<file path="src/rtl/sign_apply_pkg.sv">
// rtl/sign_apply_pkg.sv - shared types and sizing helpers for the serial sign-apply block
//
// Purpose : FSM state encoding and elaboration-time sizing functions used by
//           sign_apply_serial and its digit slice.
// Contents: state_e   - IDLE / BUSY / DONE
//           nbeats()  - number of DIGIT-wide beats needed to cover WIDTH bits
//           beat_w()  - width of the beat counter, clog2(nbeats)+1
package sign_apply_pkg;

  typedef enum logic [1:0] {
    IDLE = 2'd0,
    BUSY = 2'd1,
    DONE = 2'd2
  } state_e;

  function automatic int nbeats(input int width, input int digit);
    return width / digit;
  endfunction

  // One spare bit so the counter can represent NBEATS itself, not just NBEATS-1.
  function automatic int beat_w(input int width, input int digit);
    return $clog2(width / digit) + 1;
  endfunction

endpackage

</file>
<file path="src/rtl/sign_apply_digit.sv">
// rtl/sign_apply_digit.sv - combinational DIGIT-bit conditional-invert-and-add slice
//
// Purpose : One beat of the serial negate. The slice is inverted when neg is set
//           and the incoming ripple carry is added, producing DIGIT result bits
//           and the carry for the next beat.
// Ports   : slice [DIGIT-1:0] in  - next DIGIT magnitude bits, LSB-first
//           neg               in  - 1 = negate (invert slice)
//           cin               in  - ripple carry from the previous beat
//           r     [DIGIT-1:0] out - result bits for this beat
//           cout              out - carry into the next beat
module sign_apply_digit #(
  parameter int DIGIT = 4
) (
  input  logic [DIGIT-1:0] slice,
  input  logic             neg,
  input  logic             cin,
  output logic [DIGIT-1:0] r,
  output logic             cout
);

  logic [DIGIT-1:0] inv;
  logic [DIGIT:0]   sum;

  assign inv  = slice ^ {DIGIT{neg}};
  assign sum  = {1'b0, inv} + {{DIGIT{1'b0}}, cin};
  assign r    = sum[DIGIT-1:0];
  assign cout = sum[DIGIT];

endmodule

</file>
<file path="src/rtl/sign_apply_serial.sv">
// rtl/sign_apply_serial.sv - bit-serial magnitude+sign to two's-complement converter
//
// Purpose : Rebuilds a WIDTH-bit two's-complement word from an unsigned
//           magnitude and a sign flag, DIGIT bits per cycle, LSB-first, with a
//           single carry flop. Flags results that do not fit in WIDTH signed bits.
// Config  : SIGN_APPLY_SAT_EN - when defined, overflowing results are clamped to
//           the most negative / most positive value at the BUSY->DONE edge.
// Ports   : clk                   in  - rising-edge clock
//           rst_n                 in  - synchronous active-low reset
//           in_valid / in_ready       - input handshake (ready only in IDLE)
//           in_mag [WIDTH-1:0]    in  - unsigned magnitude
//           in_neg                in  - 1 = result is -in_mag
//           out_valid / out_ready     - output handshake (valid only in DONE)
//           out_data [WIDTH-1:0]  out - two's-complement result
//           out_ovf               out - result not representable in WIDTH bits
module sign_apply_serial
  import sign_apply_pkg::*;
#(
  parameter int WIDTH = 32,
  parameter int DIGIT = 4
) (
  input  logic             clk,
  input  logic             rst_n,
  input  logic             in_valid,
  output logic             in_ready,
  input  logic [WIDTH-1:0] in_mag,
  input  logic             in_neg,
  output logic             out_valid,
  input  logic             out_ready,
  output logic [WIDTH-1:0] out_data,
  output logic             out_ovf
);

  localparam int NBEATS = nbeats(WIDTH, DIGIT);
  localparam int BEAT_W = beat_w(WIDTH, DIGIT);

  localparam logic [1:0] ST_IDLE = IDLE;
  localparam logic [1:0] ST_BUSY = BUSY;
  localparam logic [1:0] ST_DONE = DONE;

  localparam logic [BEAT_W-1:0] LAST_BEAT = BEAT_W'(NBEATS - 1);

`ifdef SIGN_APPLY_SAT_EN
  localparam logic [WIDTH-1:0] SAT_NEG = {1'b1, {(WIDTH-1){1'b0}}};
  localparam logic [WIDTH-1:0] SAT_POS = {1'b0, {(WIDTH-1){1'b1}}};
`endif

  generate
    if (WIDTH < 2 || DIGIT < 1 || (WIDTH % DIGIT) != 0) begin : g_bad_params
      $error("sign_apply_serial: WIDTH must be >= 2 and a multiple of DIGIT");
    end
  endgenerate

  logic [1:0]        state_q, state_d;
  logic [WIDTH-1:0]  mag_q,   mag_d;
  logic [WIDTH-1:0]  data_q,  data_d;
  logic              neg_q,   neg_d;
  logic              carry_q, carry_d;
  logic              ovf_q,   ovf_d;
  logic [BEAT_W-1:0] beat_q,  beat_d;

  logic [DIGIT-1:0]  dig_r;
  logic              dig_cout;
  logic [WIDTH-1:0]  data_sh;
  logic              ovf_in;

  sign_apply_digit #(
    .DIGIT (DIGIT)
  ) u_digit (
    .slice (mag_q[DIGIT-1:0]),
    .neg   (neg_q),
    .cin   (carry_q),
    .r     (dig_r),
    .cout  (dig_cout)
  );

  // New result bits enter at the MSB end; after NBEATS beats the first beat's
  // bits have walked down to the LSB position.
  generate
    if (NBEATS == 1) begin : g_sh_single
      assign data_sh = dig_r;
    end else begin : g_sh_multi
      assign data_sh = {dig_r, data_q[WIDTH-1:DIGIT]};
    end
  endgenerate

  // -2^(WIDTH-1) is representable, so a negated magnitude only overflows when
  // the MSB is set and any lower bit is also set.
  assign ovf_in = in_mag[WIDTH-1] & (~in_neg | (|in_mag[WIDTH-2:0]));

  always_comb begin
    state_d = state_q;
    mag_d   = mag_q;
    data_d  = data_q;
    neg_d   = neg_q;
    carry_d = carry_q;
    ovf_d   = ovf_q;
    beat_d  = beat_q;
    case (state_q)
      ST_IDLE: begin
        if (in_valid) begin
          state_d = ST_BUSY;
          mag_d   = in_mag;
          neg_d   = in_neg;
          carry_d = in_neg;  // the +1 of ~x+1 enters as the first carry-in
          beat_d  = '0;
          ovf_d   = ovf_in;
        end
      end
      ST_BUSY: begin
        mag_d   = mag_q >> DIGIT;
        data_d  = data_sh;
        carry_d = dig_cout;
        beat_d  = beat_q + BEAT_W'(1);
        if (beat_q == LAST_BEAT) begin
          state_d = ST_DONE;
`ifdef SIGN_APPLY_SAT_EN
          if (ovf_q) begin
            data_d = neg_q ? SAT_NEG : SAT_POS;
          end
`endif
        end
      end
      ST_DONE: begin
        if (out_ready) begin
          state_d = ST_IDLE;
        end
      end
      default: begin
        state_d = ST_IDLE;
      end
    endcase
  end

  always_ff @(posedge clk) begin
    if (!rst_n) begin
      state_q <= ST_IDLE;
      mag_q   <= '0;
      data_q  <= '0;
      neg_q   <= 1'b0;
      carry_q <= 1'b0;
      ovf_q   <= 1'b0;
      beat_q  <= '0;
    end else begin
      state_q <= state_d;
      mag_q   <= mag_d;
      data_q  <= data_d;
      neg_q   <= neg_d;
      carry_q <= carry_d;
      ovf_q   <= ovf_d;
      beat_q  <= beat_d;
    end
  end

  assign in_ready  = (state_q == ST_IDLE);
  assign out_valid = (state_q == ST_DONE);
  assign out_data  = data_q;
  assign out_ovf   = ovf_q;

endmodule
</file>
<file path="config.mk">
export PLATFORM = sky130hd
export DESIGN_NAME = sign_apply_serial
export DESIGN_NICKNAME = d
export VERILOG_FILES = /design/src/rtl/sign_apply_pkg.sv /design/src/rtl/sign_apply_digit.sv /design/src/rtl/sign_apply_serial.sv
export SDC_FILE = /design/constraint.sdc
export NUM_CORES = 1
export LEC_CHECK = 0
export BUFFER_PORTS_ARGS = -buffer_cell sky130_fd_sc_hd__buf_2
export CAP_MARGIN = 20
export CORE_ASPECT_RATIO = 0.75
export CORE_UTILIZATION = 53
export CTS_BUF_LIST = sky130_fd_sc_hd__clkbuf_8
export CTS_CLUSTER_DIAMETER = 100
export DETAILED_ROUTE_END_ITERATION = 16
export GPL_TIMING_DRIVEN = 0
export PLACE_DENSITY = 0.84
export SLEW_MARGIN = 25
export SYNTH_ARGS = -nofsm -noshare
export SYNTH_HDL_FRONTEND = slang
export SYNTH_SLANG_ARGS = --single-unit
</file>
<file path="constraint.sdc">
create_clock -name clk -period 3.7 [get_ports clk]
set_input_delay 0.74 -clock clk [delete_from_list [all_inputs] [get_ports clk]]
set_output_delay 0.74 -clock clk [all_outputs]
set_load 0.02 [all_outputs]
</file>
==> flow_metrics.env, run 1 <==
export IMPL_pre_cts_ws_ps=1820
export IMPL_clock_latency_ps=340
export IMPL_r2r_slack_ps=1980
export IMPL_boundaryPins=72
export IMPL_layout_drive_gt1_share=0.248
export IMPL_routabilityCongestion=0.831
export IMPL_post_dp_cell_area_mm2=0.00339
export IMPL_cp_arrival_ps=1090
export IMPL_routed_wl_um=7140
export IMPL_yosysWarningCount=0
export IMPL_grt_antenna_before_repair=0
export IMPL_critPathKind="reg -> out"
export IMPL_setup_ws_ps=1870
export IMPL_via_per_inst=5.43
export IMPL_synthCells=352
export IMPL_cts_sinks=73
export IMPL_rr_startpoint="neg_q$_SDFFE_PN0P_"
export IMPL_p_leak_nw=1.52
export IMPL_cts_root_buffer="clkbuf_8"
export IMPL_power_density_mw_per_mm2=512
export IMPL_crit_path_end_kind="primary output"
export IMPL_layout_cells_non_filler=514
export IMPL_slew_headroom=0.646
export IMPL_cts_htree_levels=3
export IMPL_cts_buffers=9
export IMPL_seq_area_frac_synth=0.497
export IMPL_post_cts_setup_buffers=0
export IMPL_pwr_share_comb=0.104
export IMPL_setup_tns_ps=0
export IMPL_regToRegEndpoint="out_data[31]$_SDFFE_PN0N_"
export IMPL_clock_fmax_mhz=546
export IMPL_clockBufferDepth=2
export IMPL_clock_skew_ps=4.94
export IMPL_synth_avg_cell_area_um2=8.35
export IMPL_switching_share=0.228
export IMPL_setup_viol=0
export IMPL_worst_pin_slew_ps=530
export IMPL_switching_power_w=0.000427
export IMPL_die_area_mm2=0.00585
export IMPL_seqCellArea_mm2=0.00146
export IMPL_critPathLaunch="state_q[0]$_SDFFE_PN0P_"
export IMPL_die_h_um=66.5
export IMPL_rsz0062_at_grt="false"
export IMPL_num_antenna_cells=0
export IMPL_rows=23
export IMPL_grt_overflow=0
export IMPL_drc=0
export IMPL_clk_pin_slew_worst_paths_ps=70
export IMPL_cts_resized=0
export IMPL_initial_core_util=0.549
export IMPL_first_iter_violations=194
export IMPL_fin_crit_ps=1830
export IMPL_crit_end="out_valid"
export IMPL_placedCellCount=498
export IMPL_first_pass_iters=5
export IMPL_design_area_mm2=0.00367
export IMPL_cp_data_required_time_ps=2960
export IMPL_worstPathMaxFanout=9
export IMPL_ys_ff_latch=73
export IMPL_hold_viol=0
export IMPL_syn_cell_area_mm2=0.00294
export IMPL_synth_cell_types=38
export IMPL_die_w_um=88.0
export IMPL_hpwl_um=5100
export IMPL_grt_max_degree=13
export IMPL_clkPwrFrac=0.445
export IMPL_grt_usage=0.262
export IMPL_p_total_w=0.00188
export IMPL_wire_per_inst_um=13.9
export IMPL_cap_violations=0
export IMPL_io_buffer_count=71
export IMPL_grt_pass1_vias=2403
export IMPL_cts_tree="done"
export IMPL_fin_nets=474
export IMPL_fillers=466
export IMPL_area_growth_pct=24.7
export IMPL_slew_viol_final=0
export IMPL_hold_buffers=0
export IMPL_power_internal_w=0.00145
export IMPL_vias=2790
export IMPL_start_kind="register"
export IMPL_syn_nets=392
export IMPL_grt_pass1_wl_um=11300
export IMPL_r2r_cells=7
export IMPL_outcome="finished, final reports clean"
export IMPL_multi_input_area_mm2=0.00132
export IMPL_holdCritPathClass="reg -> reg"
export IMPL_finalCritPeriodShare=0.495
export IMPL_antenna_left=0
export IMPL_peakVddDrop_mv=0.281
export IMPL_power_frac_seq=0.451
export IMPL_coreArea_mm2=0.00535
## flip-flops by register name (all words and copies together) (netlist names)
signal	count
out_data	32
mag_q	32
beat_q	4
state_q	2
neg_q	1
carry_q	1
out_ovf	1
## area by class of cell
type | instances | share of cell area
Tap cell | 75 | 0.0256
Inverter | 1 | 0.00102
Multi-Input combinational cell | 252 | 0.359
Timing Repair Buffer | 71 | 0.0969
Buffer | 26 | 0.0430
Clock inverter | 5 | 0.0341
Clock buffer | 11 | 0.0413
Sequential cell | 73 | 0.399
## cells in the final DEF, fill, tap and decap left out, types with 2 or more instances in the layout
cell and n:
buf_2 80, buf_1 2, nand2b_1 2, nand4_1 3, o21ai_0 2, dfxtp_1 73
clkbuf_1 7, nor4_1 8, o221ai_1 19, clkbuf_8 11, xor2_1 2, buf_6 5
a21oi_1 52, xnor2_1 2, nor2_1 47, a22oi_1 9, ha_1 3, nand2_1 80
buf_4 3, bufinv_16 4, nand3_1 5
## critical path, stage by stage (launching register included)
cell and delay [ps]:
dfxtp_1 510, nor2b_1 80, buf_2 170
## worst min path at each step
| stage | startpoint | to | slack, ps | cells after the start |
|---|---|---|---|---|
| floorplan | mag_q[19]$_SDFFE_PN0P_ | mag_q[19]$_SDFFE_PN0P_ | 440 | 2 |
| global placement | out_ovf$_SDFFE_PN0P_ | out_ovf$_SDFFE_PN0P_ | 440 | 2 |
| detailed placement | mag_q[21]$_SDFFE_PN0P_ | mag_q[21]$_SDFFE_PN0P_ | 450 | 2 |
| CTS | mag_q[21]$_SDFFE_PN0P_ | mag_q[21]$_SDFFE_PN0P_ | 460 | 2 |
| global route | mag_q[20]$_SDFFE_PN0P_ | mag_q[20]$_SDFFE_PN0P_ | 470 | 2 |
| finish | mag_q[21]$_SDFFE_PN0P_ | mag_q[21]$_SDFFE_PN0P_ | 460 | 2 |
## kinds of logic (layout without fill, tap and decap cells)
group                    after synthesis  count (layout)  share of synthesized area
flip-flops                            73              73                      0.497
adder cells (fa/ha/maj)                3               3                     0.0128
AND/OR/NAND/NOR                      157             157                      0.235
AO/OA/AOI/OAI                         87              87                      0.185
multiplexers                           1               1                    0.00340
XOR/XNOR                               4               4                     0.0119
buffers and inverters                 27             114                     0.0549
## metal layers
metal	up-vias	global-route usage	share of wire
met5	-	0	0
met4	0	0.0738	0.013
met3	10	0.102	0.067
met2	92	0.391	0.46
met1	1296	0.352	0.46
li1	1392	-	-
## synthesized netlist by cell type (all sizes together)
master,count,area share
o21ai,2,0.0034
nand2,81,0.11
nor4b,1,0.0030
clkbuf,7,0.0089
xnor2,2,0.0060
o221ai,19,0.057
and3,1,0.0021
nand4,3,0.0064
nor3b,1,0.0043
o21a,1,0.0026
inv,1,0.0013
nand2b,3,0.0072
or3b,1,0.0030
a311oi,1,0.0030
nor2,48,0.062
a32oi,1,0.0030
or3,1,0.0021
a21oi,52,0.089
o21bai,1,0.0026
and2b,1,0.0026
nor2b,1,0.0021
nand3b,1,0.0026
nand3,5,0.0085
mux2i,1,0.0034
and4b,1,0.0034
xor2,2,0.0060
buf,19,0.045
a22oi,9,0.023
o22ai,1,0.0021
dfxtp,73,0.50
nor4,8,0.017
ha,3,0.013
## power by group through the flow
stage	Sequential [W]	Clock, W	Combinational (W)
after floorplan	0.000865	0	0.000123
after global placement	0.000863	0	0.000187
after detailed placement	0.000864	0	0.000192
after CTS	0.000846	0.000845	0.000193
after global routing	0.000851	0.000885	0.000216
final	0.000847	0.000836	0.000194
## through the flow
stage / util / hold slack [ps]
finish: 0.685 / 458
global route: 0.685 / 474
CTS: 0.685 / 461
detailed placement: 0.633 / 450
global placement: 0.633 / 441
floorplan: - / 436
Note: power is estimated with default switching activity, not from simulation.
==> inputs of run 2 (changes only) <==
clock period = 1.75 ns   (was 3.7 ns; I/O delays follow)
==> run 2 against run 1 <==
  * Cell count unchanged
  * Combinational power rose by 110%
  * Routed wire length hardly changed
  * Sequential cell count unchanged
  * Via count shrank 0.50%
  * Largest power group unchanged
  * Critical path type is now reg -> reg
  * Core utilization grew 0.49 points
  * Total power rose by 110%
==> flow_metrics.env, run 2 (synthesis gave the netlist of run 1 again) <==
export IMPL_cts_buffers=9
export IMPL_post_cts_setup_buffers=0
export IMPL_finish_utilization=0.690
export IMPL_mostFrequentLayoutCell="nand2_1"
export IMPL_hold_buffers=0
export IMPL_finalCritPeriodShare=0.923
export IMPL_cpPeakStageDelay_ps=360
export IMPL_first_pass_iters=4
export IMPL_die_area_mm2=0.00585
export IMPL_cp_data_required_time_ps=2010
export IMPL_clk_pin_slew_worst_paths_ps=70
export IMPL_boundaryPins=72
export IMPL_crit_chain="buf_4 > xor2_2 > ha_2 > nand2b_1 > a21oi_1 > or3_1 > a311oi_2"
export IMPL_grt_antenna_before_repair=0
export IMPL_clock_fmax_mhz=619
export IMPL_path_depth=7
export IMPL_final_cell_mix="nand2_1, buf_2, dfxtp_1"
export IMPL_hpwl_um=5100
export IMPL_cp_arrival_ps=1870
export IMPL_routed_wl_um=7130
export IMPL_grt_usage=0.262
export IMPL_rows=23
export IMPL_cts_htree_levels=3
export IMPL_cap_violations=0
export IMPL_rsz0062_at_grt="false"
export IMPL_via_per_inst=5.40
export IMPL_worst_pin_slew_ps=551
export IMPL_die_w_um=88.0
export IMPL_peakVddDrop_mv=0.597
export IMPL_holdCritPathClass="in -> reg"
export IMPL_layout_drive_gt1_share=0.257
export IMPL_io_buffer_count=71
export IMPL_clockBufferDepth=2
export IMPL_initial_core_util=0.549
export IMPL_p_leak_nw=1.52
export IMPL_die_h_um=66.5
export IMPL_grt_overflow=0
export IMPL_num_antenna_cells=0
export IMPL_cts_resized=0
export IMPL_grt_max_degree=13
export IMPL_slew_viol_final=0
export IMPL_cts_sinks=73
export IMPL_fin_crit_ps=1620
export IMPL_wire_per_inst_um=13.9
export IMPL_grt_pass1_vias=2403
export IMPL_hold_viol=0
export IMPL_r2r_cells=7
export IMPL_worstPathMaxFanout=8
export IMPL_critPathKind="reg -> reg"
export IMPL_setup_tns_ps=0
export IMPL_cts_root_buffer="clkbuf_8"
export IMPL_power_density_mw_per_mm2=1080
export IMPL_antenna_left=0
export IMPL_first_iter_violations=170
export IMPL_drc=0
export IMPL_setup_viol=0
export IMPL_r2r_slack_ps=130
export IMPL_worst_path_buf_inv=1
export IMPL_vias=2776
export IMPL_min_path_cells=3
export IMPL_clock_skew_ps=3.69
export IMPL_routabilityCongestion=0.831
export IMPL_fin_nets=474
export IMPL_cts_tree="done"
export IMPL_area_growth_pct=25.6
export IMPL_clock_latency_ps=350
export IMPL_slew_headroom=0.633
export IMPL_start_kind="register"
export IMPL_crit_slowest_cell="or3_1"
export IMPL_cp_top_family="simple AND/OR/NAND/NOR gates"
export IMPL_grt_pass1_wl_um=11300
export IMPL_outcome="finished, final reports clean"
export IMPL_crit_path_end_kind="register"
export IMPL_coreArea_mm2=0.00535
run 2: cell type report:
type                       count  area, um^2
tap                           75        93.8
sequential                    73        1460
clock inverter                 5         125
clock buffer                  11         151
inverter                       1        3.75
multi-input combinational    252        1340
buffer                        26         160
timing repair buffer          71         355
fill                         462        1660
run 2: path summary, 6_finish.rpt:
path,start,end
hold reg to reg,mag_q[21]$_SDFFE_PN0P_,mag_q[21]$_SDFFE_PN0P_
setup / recovery,neg_q$_SDFFE_PN0P_,out_data[31]$_SDFFE_PN0N_
setup reg to reg,neg_q$_SDFFE_PN0P_,out_data[31]$_SDFFE_PN0N_
hold / removal,in_mag[29],mag_q[29]$_SDFFE_PN0P_
run 2: metal layers:
| layer | vias to the layer above | wire length [um] | GRT usage |
|---|---|---|---|
| met4 | 0 | 122 | 0.0738 |
| met5 | - | 0 | 0 |
| met2 | 73 | 3300 | 0.391 |
| met3 | 12 | 427 | 0.102 |
| li1 | 1392 | - | - |
| met1 | 1299 | 3280 | 0.352 |
run 2: report_power, final:
group | switching, W | leakage (nW) | internal, W
sequential | 0.0000537 | 0.596 | 0.00174
clock | 0.000605 | 0.140 | 0.00117
combinational | 0.000252 | 0.785 | 0.000164
run 2: metrics by stage:
stage	setup WS (ps)	hold slack (ps)	cell area [um^2]	total power, W	std cells
final	135	250	3690	0.00398	514
after global routing	44.9	249	3690	0.00413	514
after CTS	32.7	243	3670	0.00398	514
after detailed placement	74.7	450	3390	0.00223	498
after global placement	86.6	441	3390	0.00222	498
after floorplan	190	436	2940	0.00209	352
run 2: worst reg2reg max path: cells and delay by family, from the launching register on:
family | cells | cell delay, ps
XOR/XNOR | 1 | 150
buffers and inverters | 1 | 170
AO/OA/AOI/OAI | 2 | 270
adder cells (fa/ha/maj) | 1 | 200
AND/OR/NAND/NOR | 2 | 440
flip-flops | 1 | 300
